===== src/rtl/if_stage_pkg.sv =====
// Shared constants and FSM encoding for the ONC-16 instruction-fetch stage.
package if_stage_pkg;

  localparam int IF_INST_W   = 16;
  localparam int IF_ADDR_W   = 16;
  localparam int IF_DEPTH    = 2;
  localparam int IF_RESET_PC = 0;

  typedef enum logic [1:0] {
    ST_IDLE = 2'd0,
    ST_WAIT = 2'd1,
    ST_DROP = 2'd2
  } if_state_e;

endpackage


===== src/rtl/if_stage_fifo.sv =====
// Small synchronous queue of fetched {pc, instruction} pairs; flush wins over push/pop.
module if_fifo #(
  parameter int W     = 32,
  parameter int DEPTH = 2
) (
  input  logic                       clock,
  input  logic                       n_rst,
  input  logic                       flush,
  input  logic                       push,
  input  logic                       pop,
  input  logic [W-1:0]               wdata,
  output logic [W-1:0]               rdata,
  output logic [$clog2(DEPTH):0]     count
);

  localparam int PW = $clog2(DEPTH);

  logic [W-1:0]  mem_q [DEPTH];
  logic [PW-1:0] wr_q;
  logic [PW-1:0] rd_q;
  logic [PW:0]   cnt_q;

  always_ff @(posedge clock or negedge n_rst) begin
    if (!n_rst) begin
      for (int i = 0; i < DEPTH; i++) mem_q[i] <= '0;
      wr_q  <= '0;
      rd_q  <= '0;
      cnt_q <= '0;
    end else if (flush) begin
      wr_q  <= '0;
      rd_q  <= '0;
      cnt_q <= '0;
    end else begin
      if (push) begin
        mem_q[wr_q] <= wdata;
        wr_q        <= wr_q + 1'b1;
      end
      if (pop) rd_q <= rd_q + 1'b1;
      if (push && !pop)      cnt_q <= cnt_q + 1'b1;
      else if (pop && !push) cnt_q <= cnt_q - 1'b1;
    end
  end

  assign rdata = mem_q[rd_q];
  assign count = cnt_q;

endmodule


===== src/rtl/if_stage.sv =====
// Instruction fetch: owns the fetch PC, keeps one imem read in flight and queues results for ID.
//   state | meaning
//   IDLE  | nothing outstanding at instruction memory
//   WAIT  | one request outstanding; its response is pushed to the queue
//   DROP  | one request outstanding whose response must be discarded (post-redirect)
module if_stage
  import if_stage_pkg::*;
#(
  parameter int                INST_W   = IF_INST_W,
  parameter int                ADDR_W   = IF_ADDR_W,
  parameter int                DEPTH    = IF_DEPTH,
  parameter logic [ADDR_W-1:0] RESET_PC = ADDR_W'(IF_RESET_PC)
) (
  input  logic              clock,
  input  logic              n_rst,
  input  logic              redirect,
  input  logic [ADDR_W-1:0] redirect_pc,
  output logic              imem_req,
  output logic [ADDR_W-1:0] imem_addr,
  input  logic              imem_rvalid,
  input  logic [INST_W-1:0] imem_rdata,
  output logic              id_valid,
  output logic [INST_W-1:0] id_inst,
  output logic [ADDR_W-1:0] id_pc,
  input  logic              id_ready
);

  localparam int CW = $clog2(DEPTH) + 1;

  if_state_e           state_q;
  logic [ADDR_W-1:0]   fetch_pc_q;
  logic [ADDR_W-1:0]   addr_q;
  logic                started_q;

  logic                push;
  logic                pop;
  logic                credit;
  logic                issue;
  logic [CW-1:0]       count;
  logic [CW:0]         occ_next;
  logic [ADDR_W+INST_W-1:0] fifo_rdata;

  assign push = !redirect && (state_q == ST_WAIT) && imem_rvalid;
  assign pop  = !redirect && id_valid && id_ready;

  // Occupancy after this cycle's push/pop; issuing is allowed only if the reply will fit.
  assign occ_next = {1'b0, count} - {{CW{1'b0}}, pop} + {{CW{1'b0}}, push};
  assign credit   = occ_next < (CW+1)'(DEPTH);

  // started_q keeps imem_req low while reset is held and until the first clock after release.
  assign issue = started_q && !redirect && credit &&
                 ((state_q == ST_IDLE) || ((state_q == ST_WAIT) && imem_rvalid));

  assign imem_req  = issue;
  assign imem_addr = issue ? fetch_pc_q : '0;

  always_ff @(posedge clock or negedge n_rst) begin
    if (!n_rst) begin
      state_q    <= ST_IDLE;
      fetch_pc_q <= RESET_PC;
      addr_q     <= '0;
      started_q  <= 1'b0;
    end else begin
      started_q <= 1'b1;
      if (redirect) begin
        fetch_pc_q <= redirect_pc;
        state_q    <= ((state_q != ST_IDLE) && !imem_rvalid) ? ST_DROP : ST_IDLE;
      end else begin
        if (issue) begin
          fetch_pc_q <= fetch_pc_q + 1'b1;
          addr_q     <= fetch_pc_q;
        end
        case (state_q)
          ST_IDLE: if (issue) state_q <= ST_WAIT;
          ST_WAIT: if (imem_rvalid) state_q <= issue ? ST_WAIT : ST_IDLE;
          ST_DROP: if (imem_rvalid) state_q <= ST_IDLE;
          default: state_q <= ST_IDLE;
        endcase
      end
    end
  end

  if_fifo #(
    .W     (ADDR_W + INST_W),
    .DEPTH (DEPTH)
  ) u_fifo (
    .clock (clock),
    .n_rst (n_rst),
    .flush (redirect),
    .push  (push),
    .pop   (pop),
    .wdata ({addr_q, imem_rdata}),
    .rdata (fifo_rdata),
    .count (count)
  );

  assign {id_pc, id_inst} = fifo_rdata;
  assign id_valid         = (count != '0);

endmodule


===== config.mk =====
export PLATFORM = sky130hd
export DESIGN_NAME = if_stage
export DESIGN_NICKNAME = d
export VERILOG_FILES = /design/src/rtl/if_stage_pkg.sv /design/src/rtl/if_stage_fifo.sv /design/src/rtl/if_stage.sv
export SDC_FILE = /design/constraint.sdc
export NUM_CORES = 1
export LEC_CHECK = 0
export CORE_MARGIN = 5
export CORE_UTILIZATION = 50
export CTS_CLUSTER_DIAMETER = 50
export DETAILED_ROUTE_END_ITERATION = 10
export GPL_TIMING_DRIVEN = 0
export PLACE_DENSITY = 0.83
export SETUP_SLACK_MARGIN = 0.4
export SYNTH_ARGS = -nofsm -noshare
export SYNTH_HDL_FRONTEND = slang
export SYNTH_SLANG_ARGS = --single-unit

===== constraint.sdc =====
create_clock -name clock -period 7.45 [get_ports clock]
set_input_delay 1.8625 -clock clock [delete_from_list [all_inputs] [get_ports clock]]
set_output_delay 1.8625 -clock clock [all_outputs]
set_load 0.005 [all_outputs]

==> run summary <==
Status - complete, no violations
Clock net sink count - 103
Top FF cell, synth - sky130_fd_sc_hd__dfrtp_1
Delay-heaviest family, CP - buffers and inverters
Stage delay of the slowest cell on the critical path - 0.56 ns
Die span in x - 107 µm
Number of placed instances, taps included - 589
Post-synthesis sequential element count - 103
Count of warnings emitted by yosys - 0
Vias per inst - 5.60
Highest clock frequency the design can meet - 143 MHz
Share of the cycle needed by the critical path after routing - 94.1%
H-tree Lvls - 3
Full die area - 11500 µm²
Fill count - 722
Congestion Overflow GR - 0
Effective utilization at floorplan - 51.1%
Routed WL - 10.9 mm
Number of enable flip-flop cells after synthesis - 0
Setup crit start kind - input pin
Antenna diode count - 0
Count of placed standard cells in the final layout, fillers left out - 611
Net count after synthesis - 413
Count of maximum capacitance violations - 0
Required @ worst endpoint - 5.59 ns
Post-Route Utilization - 66.9%
Count of unresolved DRC violations after routing - 0
Worst-path cell with the longest stage delay - sky130_fd_sc_hd__fa_2
Total leakage power - 2.95 nW
Cell area after synthesis - 4720 µm²
Ys async rst share - 100%
Count of input and output buffers - 86
First-pass GRT wire length - 18.1 mm
Power Dens Cells - 255 nW/µm²
Number of distinct standard cells referenced by the synthesized netlist - 37
Clock slew at the register clock pins of the worst setup and hold paths - 0.09 ns
Number of DRC markers after the initial detailed-route iteration - 143
Clock root buffer master - sky130_fd_sc_hd__clkbuf_8
Path type of the worst min-delay path - flip-flop to flip-flop
Post-CTS Hold Buffers - 0
Clock tree from TritonCTS - done
Aggregate global-route resource usage - 19.7%
Internal cell power - 1.18 mW
Most used cell, CP - sky130_fd_sc_hd__clkbuf_8
Sequential cell area fraction in the yosys report - 54.6%
Worst supply voltage drop on vdd - 0.137 mV
Clock skew after layout - 0.0136 ns
Combined area of the multi-input logic cells - 2090 µm²
Cell count after synthesis - 373
Number of vias after detailed routing - 3422
Count of endpoints failing hold in the final timing report - 0
Clock power share - 25.8%
Number of clock buffers inserted by TritonCTS - 9
Number of nets still failing antenna checks after routing - 0
Worst path bufs/invs - 6
Layout Area Growth over Synthesis - 30.8%
Core area - 9240 µm²
Routed length per instance - 17.8 µm
List of cells traversed by the critical path - dlygate4sd2_1, clkbuf_8, clkbuf_8, nor2_2, ha_1, or3_1, fa_2, nand2_2, or4_4, inv_4, buf_8, and2_4, clkdlybuf4s50_1
Via count of the first global-routing pass - 3647
Sequential group share of total power - 47.3%
Yosys top cell by area - sky130_fd_sc_hd__dfrtp_1
Number of optimization iterations in the first detailed-route pass - 4
Worst-path fanout max - 10
Floorplan die height - 107 µm
Remaining max-slew budget at the tightest pin - 45.2%
Crit end category - output pin
Data arrival at the endpoint of the critical path - 5.15 ns
Worst hold margin - 0.509 ns
Number of buffers on the longest clock path - 2
Cell Rows - 35
Critical path type - input pin to output pin
Top post-synthesis cells by area - sky130_fd_sc_hd__dfrtp_1, sky130_fd_sc_hd__mux2_2, sky130_fd_sc_hd__a21o_1
Number of antenna violations at the first check in global routing - 0
Proportion of layout cells with a drive suffix above 1 - 31.3%
Final Setup Violations - 0
Storage element area - 2580 µm²
Clock latency at the later pin of the worst-skew pair - 0.36 ns
Global placer's final weighted congestion - 0.855
Sw Share - 25.4%
RSZ-0062 raised after global routing - yes
Area fraction of the dominant cell type after synthesis - 54.6%
Detailed placement HPWL - 7.73 mm
Mean post-synth cell area - 12.7 µm²
Largest net degree at the start of global routing - 75
Power share of the combinational group - 26.9%
Total Nets Final - 517
Max-slew violation count - 0
Net Sw Power - 401 µW
Count of pins on the block boundary - 87
Final Critical Period - 7.01 ns
Worst-Margin Slew - 0.815 ns
## worst register-to-register path, cell delays in order, from the launching register on
cell and delay (ns):
sky130_fd_sc_hd__dfrtp_1 0.43, sky130_fd_sc_hd__buf_6 0.15, sky130_fd_sc_hd__or2_2 0.29, sky130_fd_sc_hd__nand2_2 0.12, sky130_fd_sc_hd__nor2_2 0.04, sky130_fd_sc_hd__ha_1 0.26
sky130_fd_sc_hd__or3_1 0.37, sky130_fd_sc_hd__fa_2 0.56, sky130_fd_sc_hd__nand2_2 0.07, sky130_fd_sc_hd__or4_1 0.46, sky130_fd_sc_hd__buf_2 0.17, sky130_fd_sc_hd__buf_2 0.19
sky130_fd_sc_hd__o311ai_0 0.33, sky130_fd_sc_hd__o311ai_0 0.21
## metrics by stage
| stage | cell area, µm² | power, mW | setup TNS (ns) | setup slack [ns] |
|---|---|---|---|---|
| after floorplan | 4720 | 0.941 | 0 | 0.859 |
| after global placement | 5740 | 1.15 | -10.53 | -0.771 |
| after detailed placement | 5770 | 1.17 | -11.84 | -0.845 |
| after CTS | 6110 | 1.59 | 0 | 0.405 |
| after global routing | 6180 | 1.66 | 0 | 0.326 |
| final | 6180 | 1.58 | 0 | 0.436 |
## state kept, by name, indices dropped and copies added (netlist names)
| register | count |
|---|---|
| u_fifo.mem_q | 64 |
| addr_q | 16 |
| fetch_pc_q | 16 |
| state_q | 2 |
| u_fifo.count | 2 |
| started_q | 1 |
| u_fifo.rd_q | 1 |
| u_fifo.wr_q | 1 |
## cells in the mapped netlist (2+ instances only)
cell type,n
sky130_fd_sc_hd__a21o_1,16
sky130_fd_sc_hd__a311o_1,2
sky130_fd_sc_hd__a31oi_1,4
sky130_fd_sc_hd__and2_1,16
sky130_fd_sc_hd__and3_1,2
sky130_fd_sc_hd__and4_1,3
sky130_fd_sc_hd__buf_2,3
sky130_fd_sc_hd__clkbuf_1,17
sky130_fd_sc_hd__dfrtp_1,103
sky130_fd_sc_hd__ha_1,2
sky130_fd_sc_hd__inv_1,6
sky130_fd_sc_hd__mux2_2,96
sky130_fd_sc_hd__mux2i_1,2
sky130_fd_sc_hd__nand2_1,21
sky130_fd_sc_hd__nand3_1,8
sky130_fd_sc_hd__nand3b_1,2
sky130_fd_sc_hd__nand4_1,6
sky130_fd_sc_hd__nor2_1,13
sky130_fd_sc_hd__nor4_1,2
sky130_fd_sc_hd__o211ai_1,4
sky130_fd_sc_hd__o21ai_0,5
sky130_fd_sc_hd__o311ai_0,10
sky130_fd_sc_hd__o31ai_1,2
sky130_fd_sc_hd__or2_2,4
sky130_fd_sc_hd__or3_1,2
sky130_fd_sc_hd__or4_1,6
sky130_fd_sc_hd__xnor2_1,3
sky130_fd_sc_hd__xor2_1,4
## cell usage in the layout (no fill, tap or decap), types with 3 or more instances in the layout
cell	n
sky130_fd_sc_hd__nor2_1	10
sky130_fd_sc_hd__nand4_1	6
sky130_fd_sc_hd__xnor2_1	3
sky130_fd_sc_hd__o21ai_0	5
sky130_fd_sc_hd__clkbuf_1	14
sky130_fd_sc_hd__or4_1	5
sky130_fd_sc_hd__dlygate4sd2_1	5
sky130_fd_sc_hd__and2_4	10
sky130_fd_sc_hd__xor2_1	3
sky130_fd_sc_hd__clkdlybuf4s50_1	70
sky130_fd_sc_hd__nand2_1	19
sky130_fd_sc_hd__mux2_2	96
sky130_fd_sc_hd__nand3_1	8
sky130_fd_sc_hd__buf_4	6
sky130_fd_sc_hd__dlymetal6s2s_1	10
sky130_fd_sc_hd__dfrtp_1	103
sky130_fd_sc_hd__clkbuf_8	15
sky130_fd_sc_hd__and4_1	3
sky130_fd_sc_hd__a31oi_1	4
sky130_fd_sc_hd__o311ai_0	10
sky130_fd_sc_hd__or2_2	4
sky130_fd_sc_hd__o211ai_1	4
sky130_fd_sc_hd__a21o_1	16
sky130_fd_sc_hd__and2_1	6
sky130_fd_sc_hd__inv_1	5
## what timing repair did
item / in CTS / in global routing
endpoints found under the hold margin: 0 / 0
pin swaps: 1 / 0
buffers inserted: 3 / 3
gates cloned: 0 / 0
resized for setup: 34 / 15
setup endpoints to repair: 17 / 13
## cells by family (layout without fill, tap and decap cells)
group,count (synthesis),after routing,synth area share [%]
XOR/XNOR,7,7,1.30
AO/OA/AOI/OAI,46,46,7.34
adder cells (fa/ha/maj),3,3,0.954
AND/OR/NAND/NOR,88,88,10.0
multiplexers,98,98,23.3
buffers and inverters,27,136,2.38
other,1,1,0.0794
flip-flops,103,103,54.6
## path summary, 6_finish.rpt
| kind | from | end | slack, ns | cells past startpoint |
|---|---|---|---|---|
| max | redirect | imem_addr[6] | 0.44 | 13 |
| min | u_fifo.mem_q[8] | u_fifo.mem_q[8] | 0.51 | 1 |
| max reg2reg | u_fifo.count[1] | fetch_pc_q[9] | 3.64 | 13 |
| min reg2reg | u_fifo.mem_q[8] | u_fifo.mem_q[8] | 0.51 | 1 |
| max in group asynchronous | n_rst | fetch_pc_q[8] | 5.35 | 2 |
| min in group asynchronous | n_rst | u_fifo.mem_q[34] | 1.43 | 1 |
## layout make-up
cell class	instances	share of cell area, %
Sequential cell	103	41.7
Tap cell	129	2.61
Buffer	21	2.11
Inverter	6	0.405
Clock inverter	4	1.24
Timing Repair Buffer	93	15.4
Multi-Input combinational cell	243	33.8
Clock buffer	12	2.67
## metal layers
layer | track usage [%] | vias to the layer above | share of wire, %
li1 | - | 1559 | -
met1 | 26.5 | 1756 | 44
met2 | 32.8 | 95 | 50
met3 | 3.43 | 12 | 4.6
met4 | 5.94 | 0 | 1.2
met5 | 0 | - | 0
## power by group through the flow
stage | clock network (mW) | registers, mW | logic (mW)
floorplan | 0 | 0.731 | 0.209
global placement | 0 | 0.744 | 0.405
detailed placement | 0 | 0.756 | 0.418
CTS | 0.413 | 0.745 | 0.428
global route | 0.440 | 0.761 | 0.459
finish | 0.407 | 0.745 | 0.424
Note: power is estimated with default switching activity, not from simulation.
==> RTL edit 1: new RTL, same settings <==
Encoding of `if_state_e`: now one-hot (3 bits for 3 states).
--- a/src/rtl/if_stage_pkg.sv
+++ b/src/rtl/if_stage_pkg.sv
@@ -7,8 +7,8 @@
   localparam int IF_RESET_PC = 0;
 
-  typedef enum logic [1:0] {
-    ST_IDLE = 2'd0,
-    ST_WAIT = 2'd1,
-    ST_DROP = 2'd2
+  typedef enum logic [2:0] {
+    ST_IDLE = 3'b001,
+    ST_WAIT = 3'b010,
+    ST_DROP = 3'b100
   } if_state_e;
 
Function: no difference found for any inputs over 4 cycles, from zero or initial values and one cycle with n_rst low; so few cycles prove little.
==> RTL edit 1 against the unedited design <==
Register-to-register slack better by 0.47 ns. Final cell count is 0.82% higher. Count of clock-buffer cells in the layout is 1 higher. Power is 17% lower. Area after synthesis is 2.9% higher. Sequential share of layout area is 0.59 points higher. Wire length is 3.1% lower. Sequential cell count is 1 higher. Design area is 0.38% lower. Worst setup slack better by 0.033 ns.
==> RTL edit 1: results (changes against the unedited design) <==
Parameter                              Value

Cells and area
  Non-clock buffer share ... 0.1710 (-0.004406)
  Fraction of area in multi-input gates ... 0.3436 (+0.005577)
  Count of nets after finishing ... 518 (+0.19%)
  Clock buffer and inverter area fraction after layout ... 0.03152 (-0.007576)
  Clock buffers ... 13 (+1)

Setup path
  Worst r2r dst ... fetch_pc_q[12]$_DFFE_PN0P_
  Internal reg-to-reg setup slack ... 4.11 ns (+0.47 ns)

STA
  Fin Hold WS ... 0.4972 ns (-0.01197 ns)
  Post-route clock skew ... 0.01565 ns (+0.002020 ns)
  Post-route clock period utilization ... 0.9370 (-0.004417)

Pwr
  Cell leakage power ... 2.922 nW (-1.0%)
  Maximum ir drop on the vdd rail ... 0.1151 mV (-16%)

GRT
  Pin count of the biggest net entering global routing ... 61 (-19%)
  Number of global-route vias before repair ... 3414 (-6.4%)
  Global-route met3 utilization ... 0.04119 (+0.006877)
  Global-route met1 utilization ... 0.2456 (-0.01942)
  First-pass GRT wire length ... 17190 um (-4.9%)

Detailed routing
  1st-pass router iterations ... 5 (+1)
  Average vias per placed instance ... 5.472 (-2.3%)

Yosys
  Commonest cells in the synthesized netlist ... 103 x sky130_fd_sc_hd__dfrtp_1, 89 x sky130_fd_sc_hd__mux2_2, 21 x sky130_fd_sc_hd__nand2_1, 17 x sky130_fd_sc_hd__a21o_1
  Cells taking the most area after synthesis ... sky130_fd_sc_hd__dfrtp_1 53%, sky130_fd_sc_hd__mux2_2 21%, sky130_fd_sc_hd__a21o_1 2.6%, sky130_fd_sc_hd__mux2_4 1.9%, sky130_fd_sc_hd__and2_1 1.8%
  Library cells used by synthesis ... 56 (+51%)
  Mapped Nets ... 418 (+1.2%)

Place
  Final weighted congestion of routability-driven global placement ... 0.8628 (+0.92%)
  DP Worst Slack ... -0.5774 ns (+0.2676 ns)

Outcome
  Run status ... finished clean
RTL edit 1: changes by cell type in the layout (fill, tap and decap cells not counted), sizes merged, moves of 4 or more:
cell / change
a21oi: +6
dlygate4sd2: -5
clkdlybuf4s50: +13
clkbuf: -8
or4: -6
dlymetal6s2s: -9
a221o: +5
o311ai: -5
o21ai: +9
buf: +4
RTL edit 1: critical path: stages:
cell,delay [ns]
sky130_fd_sc_hd__clkdlybuf4s50_1,0.49
sky130_fd_sc_hd__inv_1,0.07
sky130_fd_sc_hd__or3_4,0.42
sky130_fd_sc_hd__or3_1,0.34
sky130_fd_sc_hd__fa_1,0.43
sky130_fd_sc_hd__xnor2_2,0.28
sky130_fd_sc_hd__o211ai_2,0.17
sky130_fd_sc_hd__inv_2,0.13
sky130_fd_sc_hd__buf_4,0.18
sky130_fd_sc_hd__and2_1,0.20
sky130_fd_sc_hd__clkdlybuf4s50_1,0.53
RTL edit 1: report_power, final:
part / internal (mW) / switching, mW
Combinational: 0.174 / 0.100
Clock: 0.151 / 0.185
Sequential: 0.641 / 0.0581
Total: 0.965 / 0.344
RTL edit 1: cell families after synthesis:
| family | synth area share |
|---|---|
| AO/OA/AOI/OAI | 0.09348 |
| XOR/XNOR | 0.007212 |
| adder cells (fa/ha/maj) | 0.009271 |
| buffers and inverters | 0.03270 |
| flip-flops | 0.5359 |
| multiplexers | 0.2271 |
| other | 0.0007719 |
| AND/OR/NAND/NOR | 0.09349 |
RTL edit 1: layer usage:
metal / vias to the layer above / routed length, um
met3: 8 / 594
met5: - / 0
met4: 0 / 106
met2: 121 / 5197
li1: 1563 / -
met1: 1679 / 4627
RTL edit 1: stage by stage:
stage / area [um2] / cells
floorplan: 4858 / 378
global placement: 5886 / 597
detailed placement: 5903 / 598
CTS: 6128 / 614
global route: 6153 / 616
finish: 6153 / 616
==> RTL edit 2: new RTL, config.mk and constraints unchanged <==
Without the edit above. `IF_ADDR_W`: 16 -> 15.
--- a/src/rtl/if_stage_pkg.sv
+++ b/src/rtl/if_stage_pkg.sv
@@ -3,5 +3,5 @@
 
   localparam int IF_INST_W   = 16;
-  localparam int IF_ADDR_W   = 16;
+  localparam int IF_ADDR_W   = 15;
   localparam int IF_DEPTH    = 2;
   localparam int IF_RESET_PC = 0;
Ports: changed (resized id_pc, imem_addr and redirect_pc); port bits go from 87 to 84. The function was not compared with the original's and may differ.
==> RTL edit 2 against the unedited design <==
Design area fell by 6.3%. Clock power fell by 8.4%. Area after synthesis fell by 3.6%. Highest routed layer unchanged. Final cell count fell by 7.4%. Sequential cell count fell by 4. Largest power group unchanged. Global-route usage rose by 0.091 points. Wire length fell by 2.2%. Clock skew rose by 0.0029 ns. Synthesized cell count fell by 4.3%. Power fell by 4.5%. Worst setup slack improved by 0.15 ns.
==> RTL edit 2: results (changes against the unedited design) <==
Parameter                              Value

Detailed routing
  DR WL/cell ... 18.75 um (+5.5%)

Setup path
  Crit path launch ... imem_rvalid
  Crit path arrival time ... 5.00 ns (-0.15 ns)
  Slowest stage cell on the critical path ... sky130_fd_sc_hd__clkdlybuf4s50_1
  Worst r2r dst ... fetch_pc_q[6]$_DFFE_PN0P_

Yosys
  Area share of xor/xnor cells in the synthesized design ... 0.01347 (+0.0004854)
  Synthesized area divided by synthesized cell count ... 12.75 um2 (+0.72%)
  Sequential cell area fraction in the yosys report ... 0.5443 (-0.001585)
  Library cells used by synthesis ... 45 (+22%)
  Adder-cell share of the synthesized area ... 0.009896 (+0.0003566)
  Mapped Nets ... 396 (-4.1%)
  Area fraction in compound gates after synthesis ... 0.07009 (-0.003303)

Pwr
  Maximum ir drop on the vdd rail ... 0.1116 mV (-19%)
  Combinational logic power ... 411 uW (-3%)
  Cell leakage power ... 2.622 nW (-11%)

Place
  Placed instance count ... 548 (-7.0%)
  Area of placed instances ... 0.005533 mm2 (-4.1%)
  Port Buffers ... 82 (-4.7%)

GRT
  Global-route met3 utilization ... 0.02628 (-0.008033)
  Routing usage on met2 ... 0.3256 (-0.002826)
  Pin count of the biggest net entering global routing ... 62 (-17%)

STA
  Post-route clock skew ... 0.01649 ns (+0.002862 ns)
  Max-slew headroom at the worst pin ... 0.4919 (+0.04014)

Cells and area
  Fill cells ... 656 (-9.1%)
  Largest registers ranked by flip-flop count ... u_fifo.mem_q x62, addr_q x15, fetch_pc_q x15
  Fraction of final layout cells sized beyond drive strength 1 ... 0.2729 (-0.04035)
  Post-Layout Cell Count ... 566 (-7.4%)
  Count of nets after finishing ... 493 (-4.6%)

Clock tree
  Buffers inserted during post-CTS setup optimization ... 1 (-2)

Outcome
  Run status ... finished clean
==> RTL edit 2: changes by cell type after synthesis, sizes merged, moves of 3 or more <==
cell,delta
o311ai,-7
clkbuf,-6
dfrtp,-4
buf,+4
nand2,-3
a21oi,+3
inv,-3
==> RTL edit 2: stage by stage <==
stage	setup WS, ns	hold WS, ns
finish	0.5848	0.5084
global placement	-0.2720	0.4743
CTS	0.4528	0.5080
detailed placement	-0.3863	0.4856
floorplan	1.030	0.4620
global route	0.4403	0.5207
==> RTL edit 2: layout make-up <==
| type | count | area, um2 | area share |
|---|---|---|---|
| Sequential cell | 99 | 2477 | 0.4281 |
| Multi-Input combinational cell | 235 | 1983 | 0.3427 |
| Timing Repair Buffer | 86 | 870.8 | 0.1505 |
| Tap cell | 108 | 135.1 | 0.02335 |
| Clock buffer | 9 | 123.9 | 0.02141 |
| Buffer | 19 | 92.59 | 0.01600 |
| Clock inverter | 6 | 88.84 | 0.01535 |
| Inverter | 4 | 15.01 | 0.002595 |
